==> src/rtl/mem_dual_port_resp.sv <==
// Dual-port memory responder: post-reset clear sequence, registered reads with valid strobes,
// and same-address collision flagging/counting. Optional MEM_BYPASS_EN makes cross-port reads write-first.
module mem_dual_port_resp #(
  parameter int              AW       = 3,
  parameter int              DW       = 4,
  parameter logic [DW-1:0]   INIT_VAL = '0
) (
  input  logic          clk,
  input  logic          reset,
  input  logic          enA,
  input  logic          rwA,
  input  logic [AW-1:0] AddrA,
  input  logic [DW-1:0] DataInA,
  input  logic          enB,
  input  logic          rwB,
  input  logic [AW-1:0] AddrB,
  input  logic [DW-1:0] DataInB,
  output logic [DW-1:0] DataOutA,
  output logic [DW-1:0] DataOutB,
  output logic          validA,
  output logic          validB,
  output logic          busy,
  output logic          collision,
  output logic [7:0]    coll_count
);

  localparam int DEPTH = 1 << AW;

  typedef enum logic {CLEAR, READY} state_t;

  state_t        state_q, state_d;
  logic [AW-1:0] clr_ptr_q, clr_ptr_d;

  logic [DW-1:0] mem_q [DEPTH];

  logic [DW-1:0] doutA_q, doutB_q;
  logic          validA_q, validB_q;
  logic          collision_q;
  logic [7:0]    coll_count_q;

  logic          ready;
  logic          same_addr;
  logic          rdA, rdB, wrA, wrB;
  logic          coll;
  logic [DW-1:0] rd_dataA, rd_dataB;

  function automatic logic [7:0] sat_inc(input logic [7:0] v);
    return (v == 8'hFF) ? v : v + 8'd1;
  endfunction

  always_ff @(posedge clk) begin
    if (reset) begin
      state_q   <= CLEAR;
      clr_ptr_q <= '0;
    end else begin
      state_q   <= state_d;
      clr_ptr_q <= clr_ptr_d;
    end
  end

  always_comb begin
    state_d   = state_q;
    clr_ptr_d = clr_ptr_q;
    case (state_q)
      CLEAR: begin
        clr_ptr_d = clr_ptr_q + AW'(1);
        if (clr_ptr_q == {AW{1'b1}}) state_d = READY;
      end
      READY:   state_d = READY;
      default: state_d = CLEAR;
    endcase
  end

  // Request decode: everything is dropped while clearing; on a write/write clash port A wins.
  always_comb begin
    ready     = (state_q == READY);
    same_addr = (AddrA == AddrB);
    rdA       = ready & enA & rwA;
    rdB       = ready & enB & rwB;
    wrA       = ready & enA & ~rwA;
    wrB       = ready & enB & ~rwB & ~(wrA & same_addr);
    coll      = ready & enA & enB & same_addr & (~rwA | ~rwB);
  end

`ifdef MEM_BYPASS_EN
  always_comb begin
    rd_dataA = (wrB && same_addr) ? DataInB : mem_q[AddrA];
    rd_dataB = (wrA && same_addr) ? DataInA : mem_q[AddrB];
  end
`else
  always_comb begin
    rd_dataA = mem_q[AddrA];
    rd_dataB = mem_q[AddrB];
  end
`endif

  always_ff @(posedge clk) begin
    if (state_q == CLEAR) begin
      mem_q[clr_ptr_q] <= INIT_VAL;
    end else begin
      if (wrA) mem_q[AddrA] <= DataInA;
      if (wrB) mem_q[AddrB] <= DataInB;
    end
  end

  always_ff @(posedge clk) begin
    if (reset) begin
      doutA_q      <= '0;
      doutB_q      <= '0;
      validA_q     <= 1'b0;
      validB_q     <= 1'b0;
      collision_q  <= 1'b0;
      coll_count_q <= 8'd0;
    end else begin
      validA_q    <= rdA;
      validB_q    <= rdB;
      collision_q <= coll;
      if (rdA)  doutA_q      <= rd_dataA;
      if (rdB)  doutB_q      <= rd_dataB;
      if (coll) coll_count_q <= sat_inc(coll_count_q);
    end
  end

  assign DataOutA   = doutA_q;
  assign DataOutB   = doutB_q;
  assign validA     = validA_q;
  assign validB     = validB_q;
  assign busy       = (state_q == CLEAR);
  assign collision  = collision_q;
  assign coll_count = coll_count_q;

endmodule
==> config.mk <==
export PLATFORM = sky130hd
export DESIGN_NAME = mem_dual_port_resp
export DESIGN_NICKNAME = d
export VERILOG_FILES = /design/src/rtl/mem_dual_port_resp.sv
export SDC_FILE = /design/constraint.sdc
export NUM_CORES = 1
export LEC_CHECK = 0
export ABC_AREA = 1
export ABC_CLOCK_PERIOD_IN_PS = 2800
export BUFFER_PORTS_ARGS = -buffer_cell sky130_fd_sc_hd__buf_2
export CORE_MARGIN = 5
export CORE_UTILIZATION = 35
export DETAILED_ROUTE_END_ITERATION = 8
export SYNTH_ARGS = -nofsm -noshare
export SYNTH_HDL_FRONTEND = slang
export SYNTH_SLANG_ARGS = --single-unit
==> constraint.sdc <==
create_clock -name clk -period 2.8 [get_ports clk]
set_clock_uncertainty 0.15 [all_clocks]
set_input_delay 0.14 -clock clk [delete_from_list [all_inputs] [get_ports clk]]
set_output_delay 0.14 -clock clk [all_outputs]
set_load 0.02 [all_outputs]
# ---- Word level (Yosys, flattened, before mapping)
# Memory sizes are Yosys's and may differ from the RTL's. A register that Yosys moved wholly into a read port is not among the register bits.
# Cells that the tools add are included.
dict set report classes {
  reduce_logical 2
  bitwise 17
  eq_ne 3
  muxes 12
  n_addsub 2
}
# op count
set ops {}
lappend ops {{$and 1x1->1} 11}
lappend ops {{$mux 1} 9}
lappend ops {{$add 8x1->8 const B} 1}
lappend ops {{$eq 8x8->1 const B} 1}
lappend ops {{$not 1->1} 5}
lappend ops {{$mux 4} 1}
lappend ops {{$reduce_or 4->1} 1}
lappend ops {{$add 3x1->3 const B} 1}
lappend ops {{$eq 3x3->1} 1}
lappend ops {{$eq 3x3->1 const B} 1}
lappend ops {{$mux 3} 1}
lappend ops {{$pmux 1 s2} 1}
lappend ops {{$reduce_and 2->1} 1}
lappend ops {{$or 1x1->1} 1}
dict set report word_totals {
  word_cells 43
  mem_bits_rw 32
  ff_bits 15
  out_inout_bits 20
  in_bits 20
  n_memories 1
}
# memory depth width rd rd_clocked_by_memory_dff write_ports line_no
set mem_list {}
lappend mem_list {mem_q 8 4 2 2 2 34} ;# logic [DW-1:0] mem_q [DEPTH];

# ---- Longest topological paths before layout
# Gate-level depths: netlist of the first run.
dict set report depth {
  depth_word 8
  depth_mapped 10
  ltp_nobuf 9
}

# ---- Least setup slack after synthesis of the first run
# No wires, ideal clock.
dict set report synth_path {
  path_type {register -> register}
  start {reg state_q (netlist: ready)}
  end {mem mem_q[2][0], enable pin}
  path_buffers 2
  required_ns 2.315
  setup_time_ns 0.335
  path_stages_with_launch 11
  arrival_time_ns 1.332
  slack_ns 0.983
  period_less_slack_ns 1.817
  cell_sequence {dfxtp_1 -> buf_4 -> nand2_2 -> nor2_2 -> inv_2 -> buf_6 -> nand2_1 -> o21ai_1 -> inv_1 -> nand2_1 -> o21ai_1}
}
# element line_no
set synth_lines {}
lappend synth_lines {{from (decl)} 31} ;# state_t state_q, state_d;
lappend synth_lines {{from (signal assigned)} 56} ;# state_q <= state_d;
lappend synth_lines {{to (decl)} 34}

==> metrics.yaml, run 1 <==
hold_depth: 3
reg2reg_to: "mem_q[6][1]$_DFFE_PP_"
n_antenna_cell: 0
crit_fanout: 12
antenna_found_initial: 0
hold_class: "input port to register"
synth_top_family_by_area: "simple AND/OR/NAND/NOR gates"
worst_slack_ns: 0.658
setup_tns_ns: 0
crit_path_frequent_cell: "o21ai_1"
cpMaxStageDelayCell: "dfxtp_1"
synth-xor-area-share_pct: 0.522
syn_avg_cell_area_um2: 7.08
synth_compound_area_share_pct: 13.0
grt_overflow: 0
drc: 0
h-tree-depth: 2
crit_required_ns: 2.64
finalHoldViolCount: 0
drive_above_1_share_pct: 14.0
relSlewSlack_pct: 66.9
die_h_um: 108
syn_inst: 474
layout_common_cells: "nand2_1 (150), inv_1 (60), o21ai_0 (59)"
tightest_slew_ns: 0.496
whs_endpoint: "validB$_SDFF_PP0_"
grt_pass1_vias: 2823
min_period_ns: 2.14
placed_cells: 627
crit_family: "compound AO/OA/AOI/OAI gates"
crit_path_end_kind: "register"
grt_start_max_net_pins: 33
criticalPathCategory: "register to register"
io_pins: 40
hold_slack_ns: 0.0606
viasPerCell: 4.83
place_congestion: 0.899
cp-start-kind: "register"
timing.rr.start: "ready$_SDFF_PP0_"
arrival_ns: 1.98
rows: 35
syn-num-nets: 497
status: "finished, final reports clean"
cts_made_buffers: 5
yosysTopAreaCell: "edfxtp_1"
ys_types: 28
vias: 3077
clk_latency_ns: 0.31
syn2layout_area_growth_pct: 12.0
post-route-period-util_pct: 76.5
pre_cts_slack_ns: 0.691
reg2regPathDepth: 6
hp-start: "enB"
reg2reg_slack_ns: 0.66
cts_tree: "yes"
cts_root_buf: "clkbuf_8"
slowest_delay_ns: 0.53
crit_chain: "nand2_2 > nor2_2 > inv_2 > o21ai_1 > nand2_1 > o21ai_1"
start_util_pct: 36.1
synth_mux_area_share_pct: 0
synth_top_area_share_pct: 28.6
drt_pass1_iterations: 5
stdcell_area_um2: 3760
synth-seq-cells: 55
die_area_um2: 11600
grt_pass1_wl_mm: 13.8
hpwlAfterDp_mm: 6.54
ctsLongestPathBuffers: 2
grt_use_total_pct: 14.9
fmax_mhz: 467
yosys-top-cells-area: "edfxtp_1 (29%), nand2_1 (17%), dfxtp_1 (14%), o21ai_0 (8.8%), inv_1 (6.7%)"
synthSimpleGateAreaFrac_pct: 33.2
clock-sinks: 55
die_width_um: 108
place_area_um2: 3630
layout.nets: 530
io_buffer_count: 39
syn_area_um2: 3360
ys_warn_count: 0
core_um2: 9280
ant_nets: 0
p_leak_nw: 1.70
wl_mm: 8.50
crit_buf_inv: 1
synth-adder-area-share_pct: 1.12
instances_no_fill: 637
setup_viol: 0
powerDensity_nw_per_um2: 434
ir_worst_vdd_v: 0.000198
final_common_cell: "nand2_1"
maxCapViolCount: 0
wl_per_cell_um: 13.3
rsz0062_at_grt: "no"
report.final.slew_viol_count: 0
yosysSeqAreaShare_pct: 42.4
clk_pin_slew_worst_paths_ns: 0.10
drtIter0Drc: 183
==> synth_stat cells <==
| library cell | n |
|---|---|
| a21oi_1 | 8 |
| inv_1 | 60 |
| nand3_2 | 8 |
| xnor2_1 | 1 |
| nor2_4 | 3 |
| nand4_1 | 6 |
| o21ai_0 | 59 |
| clkbuf_1 | 5 |
| nand2_2 | 2 |
| ha_1 | 3 |
| inv_2 | 4 |
| dfxtp_1 | 23 |
| nor3_1 | 5 |
| nor2_1 | 33 |
| nor2_2 | 6 |
| buf_2 | 6 |
| nand3b_1 | 1 |
| buf_6 | 2 |
| nand3_4 | 1 |
| or2_2 | 1 |
| o21ai_1 | 13 |
| edfxtp_1 | 32 |
| o211ai_1 | 1 |
| buf_4 | 2 |
| o21a_1 | 4 |
| nand2_1 | 150 |
| nand3_1 | 34 |
| xor2_1 | 1 |
==> kinds of logic after synthesis <==
group / count (synthesis)
adders and majority gates: 3
buffers and inverters: 79
AOI/OAI and AO/OA: 85
DFF: 55
and+or+nand+nor: 250
xor gates and xnor gates: 2
==> flip-flops by register name, indices dropped and copies added, names as in the netlist <==
name / flops
DataOutA: 4
DataOutB: 4
clr_ptr_q: 3
coll_count: 8
collision: 1
mem_q: 32
ready: 1
validA: 1
validB: 1
==> power breakdown <==
| part | switching (mW) | internal [mW] | total (mW) |
|---|---|---|---|
| clock network | 0.258 | 0.267 | 0.525 |
| logic | 0.143 | 0.0582 | 0.201 |
| registers | 0.0180 | 0.885 | 0.903 |
==> per-stage QoR <==
step	util, %	total power [mW]
2_1_floorplan	-	1.05
3_3_place_gp	39.1	1.12
3_5_place_dp	39.1	1.12
4_1_cts	40.5	1.64
5_1_grt	40.5	1.70
6_report	40.5	1.63
==> worst max path at each step <==
stage | end | cells after the start | start
2_1_floorplan | mem_q[2][0]$_DFFE_PP_ | 10 | ready$_SDFF_PP0_
3_3_place_gp | mem_q[5][1]$_DFFE_PP_ | 6 | ready$_SDFF_PP0_
3_5_place_dp | mem_q[6][3]$_DFFE_PP_ | 6 | ready$_SDFF_PP0_
4_1_cts | mem_q[6][3]$_DFFE_PP_ | 6 | ready$_SDFF_PP0_
5_1_grt | mem_q[0][2]$_DFFE_PP_ | 8 | ready$_SDFF_PP0_
6_report | mem_q[6][1]$_DFFE_PP_ | 6 | ready$_SDFF_PP0_
==> layer usage <==
layer	global-route usage [%]	share of wire, %	up-vias
met1	21.3	49	1346
met2	22.7	44	114
met3	2.64	6.1	12
met5	0	0	-
met4	5.05	1.3	0
li1	-	-	1605
==> worst min-delay path, stage by stage <==
cell and delay, ns:
buf_2 0.11, nand2_1 0.15, nor3_1 0.07
==> cell type report <==
| type | count | area (µm²) |
|---|---|---|
| fill | 987 | 5530 |
| multi-input combinational | 340 | 1610 |
| sequential | 55 | 1420 |
| inverter | 64 | 240 |
| timing repair buffer | 41 | 215 |
| tap | 129 | 161 |
| clock buffer | 5 | 68.8 |
| clock inverter | 3 | 42.5 |
==> timing repair <==
| item | CTS | global route |
|---|---|---|
| setup endpoints to repair | 0 | 0 |
| hold buffers | 2 | 0 |
| resized for setup | 0 | 0 |
| buffers inserted | 0 | 0 |
| hold endpoints to repair | 8 | 0 |
Power figures use the tool's default switching activity.
==> run 2, diff against run 1 <==
ABC_CLOCK_PERIOD_IN_PS = 2000   (was 2800)
clock period = 2 ns   (was 2.8 ns; I/O delays follow)
==> run 2 against run 1 <==
  * Total power is 44% higher
  * Cell count is 1.4% higher
  * Combinational power is 50% higher
  * Routed wire length is 3.6% higher
  * Non-clock buffer count is 9 higher
  * Hold slack worse by 0.048 ns
  * Critical path depth stayed put
  * Die area stayed put
  * Critical path type unchanged
  * Largest cell class unchanged
==> metrics.yaml, run 2 (synthesis gave the netlist of run 1 again) <==
status: "finished, final reports clean"
placed_cells: 636  # +1.4%
io_pins: 40  # unchanged
wl_per_cell_um: 13.6  # +2.2%
start_util_pct: 36.1  # unchanged
setup_viol: 0  # unchanged
arrival_ns: 1.78  # -0.20 ns
crit_buf_inv: 1  # unchanged
largest_reg_flops: 32  # unchanged
relSlewSlack_pct: 64.8  # -2.1 points
layout_common_cells: "nand2_1 (150), inv_1 (60), o21ai_0 (59)"
crit_chain: "nand2_2 > nor2_4 > inv_2 > o21ai_1 > nand2_1 > o21ai_1"
crit_fanout: 9  # -3
post-route-period-util_pct: 96.8  # +20 points
worst_slack_ns: 0.0648  # -0.593 ns
viasPerCell: 4.91  # +1.6%
final_common_cell: "nand2_1"
fill_cells: 995  # +0.81%
drive_above_1_share_pct: 16.8  # +2.9 points
grt_pass1_vias: 2933  # +3.9%
hold_class: "input port to register"
min_period_ns: 1.94  # -0.207 ns
maxCapViolCount: 0  # unchanged
ctsLongestPathBuffers: 2  # unchanged
cp.depth: 6  # unchanged
pre_cts_slack_ns: 0.0569  # -0.634 ns
ff_latch_area_um2: 1420  # unchanged
hpwlAfterDp_mm: 6.92  # +5.8%
layout.nets: 539  # +1.7%
powerDensity_nw_per_um2: 608  # +40%
wl_met1_mm: 4.20  # +0.79%
die_h_um: 108  # unchanged
grt_use_total_pct: 15.4  # +0.48 points
reg2reg_to: "mem_q[7][2]$_DFFE_PP_"
switchingPower_mw: 0.629  # +50%
cpMaxStageDelayCell: "dfxtp_1"
p_seq_share_pct: 53.9  # -1.5 points
syn2layout_area_growth_pct: 15.0
cts_made_buffers: 5  # unchanged
crit_family: "compound AO/OA/AOI/OAI gates"
grt_pass1_wl_mm: 14.4  # +4.6%
grt_overflow: 0  # unchanged
finalHoldViolCount: 0  # unchanged
crit_path_end_kind: "register"
clk_pin_slew_worst_paths_ns: 0.11  # about the same
vias: 3169  # +3.0%
tightest_slew_ns: 0.526  # +0.0297 ns
clkPwrFrac_pct: 33.3  # +1.1 points
endpoint: "mem_q[7][2]$_DFFE_PP_"
die_width_um: 108  # unchanged
io_buffer_count: 39  # unchanged
ant_nets: 0  # unchanged
report.final.slew_viol_count: 0  # unchanged
p_leak_nw: 1.75  # +3.5%
multiInputGateArea_um2: 1640  # +1.7%
netSwitchingFraction_pct: 26.8  # +1.1 points
route.met3.wl_um: 515  # unchanged
worstSetupStartpoint: "ready$_SDFF_PP0_"
ir_worst_vdd_v: 0.000292  # +47%
criticalPathCategory: "register to register"
crit_required_ns: 1.85  # -0.79 ns
die_area_um2: 11600  # unchanged
reg2regPathDepth: 6  # unchanged
cp-start-kind: "register"
fmax_mhz: 517  # +11%
drt_pass1_iterations: 4  # -1
rows: 35  # unchanged
clock-sinks: 55  # unchanged
reg2reg_slack_ns: 0.06  # -0.59 ns
timing.rr.start: "ready$_SDFF_PP0_"
wl_mm: 8.81  # +3.6%
rsz0062_at_grt: "yes"
cts_root_buf: "clkbuf_8"
largest_register: "mem_q"
antenna_found_initial: 0  # unchanged
dr.max_layer_used: "met4"
drc: 0  # unchanged
h-tree-depth: 2  # unchanged
place_congestion: 0.894  # -0.47%
n_antenna_cell: 0  # unchanged
clk_latency_ns: 0.32  # about the same
slowest_delay_ns: 0.41  # -0.12 ns
grt_start_max_net_pins: 31  # -6.1%
cts_tree: "yes"
drtIter0Drc: 195  # +6.6%
wl_met2_mm: 3.98  # +7.3%
comb_power_share_pct: 12.8  # +0.5 points
instances_no_fill: 646  # +1.4%
power.internal_mw: 1.72  # +42%
crit_path_frequent_cell: "o21ai_1"
core_um2: 9280  # unchanged
-- run 2: cell count changes in the layout (fill, tap and decap cells not counted), sizes merged --
cell    previous run  this run
buf               39        48
clkinv             1         0
inv               65        66
-- run 2: repair_timing --
action                                  in CTS  in global routing
hold buffers                                 2                  0
setup buffers                                0                  0
gates resized for setup                      0                  7
endpoints found under the setup margin       0                 32
hold endpoints to repair                     9                  0
-- run 2: metrics by stage --
step           util [%]  power (mW)  setup TNS, ns  hold slack (ns)  area [µm²]
2_1_floorplan         -        1.48              0            0.108        3360
3_3_place_gp       39.8        1.58              0            0.255        3690
3_5_place_dp       39.8        1.58              0            0.256        3690
4_1_cts            41.3        2.36              0          0.00295        3830
5_1_grt            41.6        2.45         -0.308           0.0344        3860
6_report           41.6        2.35              0           0.0131        3860
-- run 2: power groups by stage --
stage	registers, mW	logic (mW)	clock network (mW)
2_1_floorplan	1.28	0.199	0
6_report	1.26	0.301	0.782
3_5_place_dp	1.29	0.287	0
3_3_place_gp	1.29	0.285	0
4_1_cts	1.27	0.292	0.801
5_1_grt	1.27	0.342	0.837
-- run 2: layout make-up --
cell class	count	area share [%]
inverter	64	6.22
sequential	55	36.8
clock inverter	3	1.30
timing repair buffer	50	7.33
multi-input combinational	340	42.4
clock buffer	5	1.78
tap	129	4.18
-- run 2: worst min path at each step --
stage	to	start	cells after the start
2_1_floorplan	validB$_SDFF_PP0_	rwB	2
3_3_place_gp	DataOutA[0]$_SDFFE_PP0P_	reset	2
3_5_place_dp	DataOutA[1]$_SDFFE_PP0P_	reset	2
4_1_cts	validB$_SDFF_PP0_	enB	3
5_1_grt	validB$_SDFF_PP0_	enB	3
6_report	validB$_SDFF_PP0_	enB	3
-- run 2: metal layers --
layer | global-route usage (%) | vias to the layer above
met5 | 0 | -
met4 | 4.15 | 0
met3 | 3.12 | 11
met2 | 24.6 | 104
met1 | 21.2 | 1432
li1 | - | 1622
-- run 2: tightest hold or removal path: cells and delay by family --
kind                   cells  cell delay, ns
buffers and inverters      1            0.12
AND/OR/NAND/NOR            2            0.21
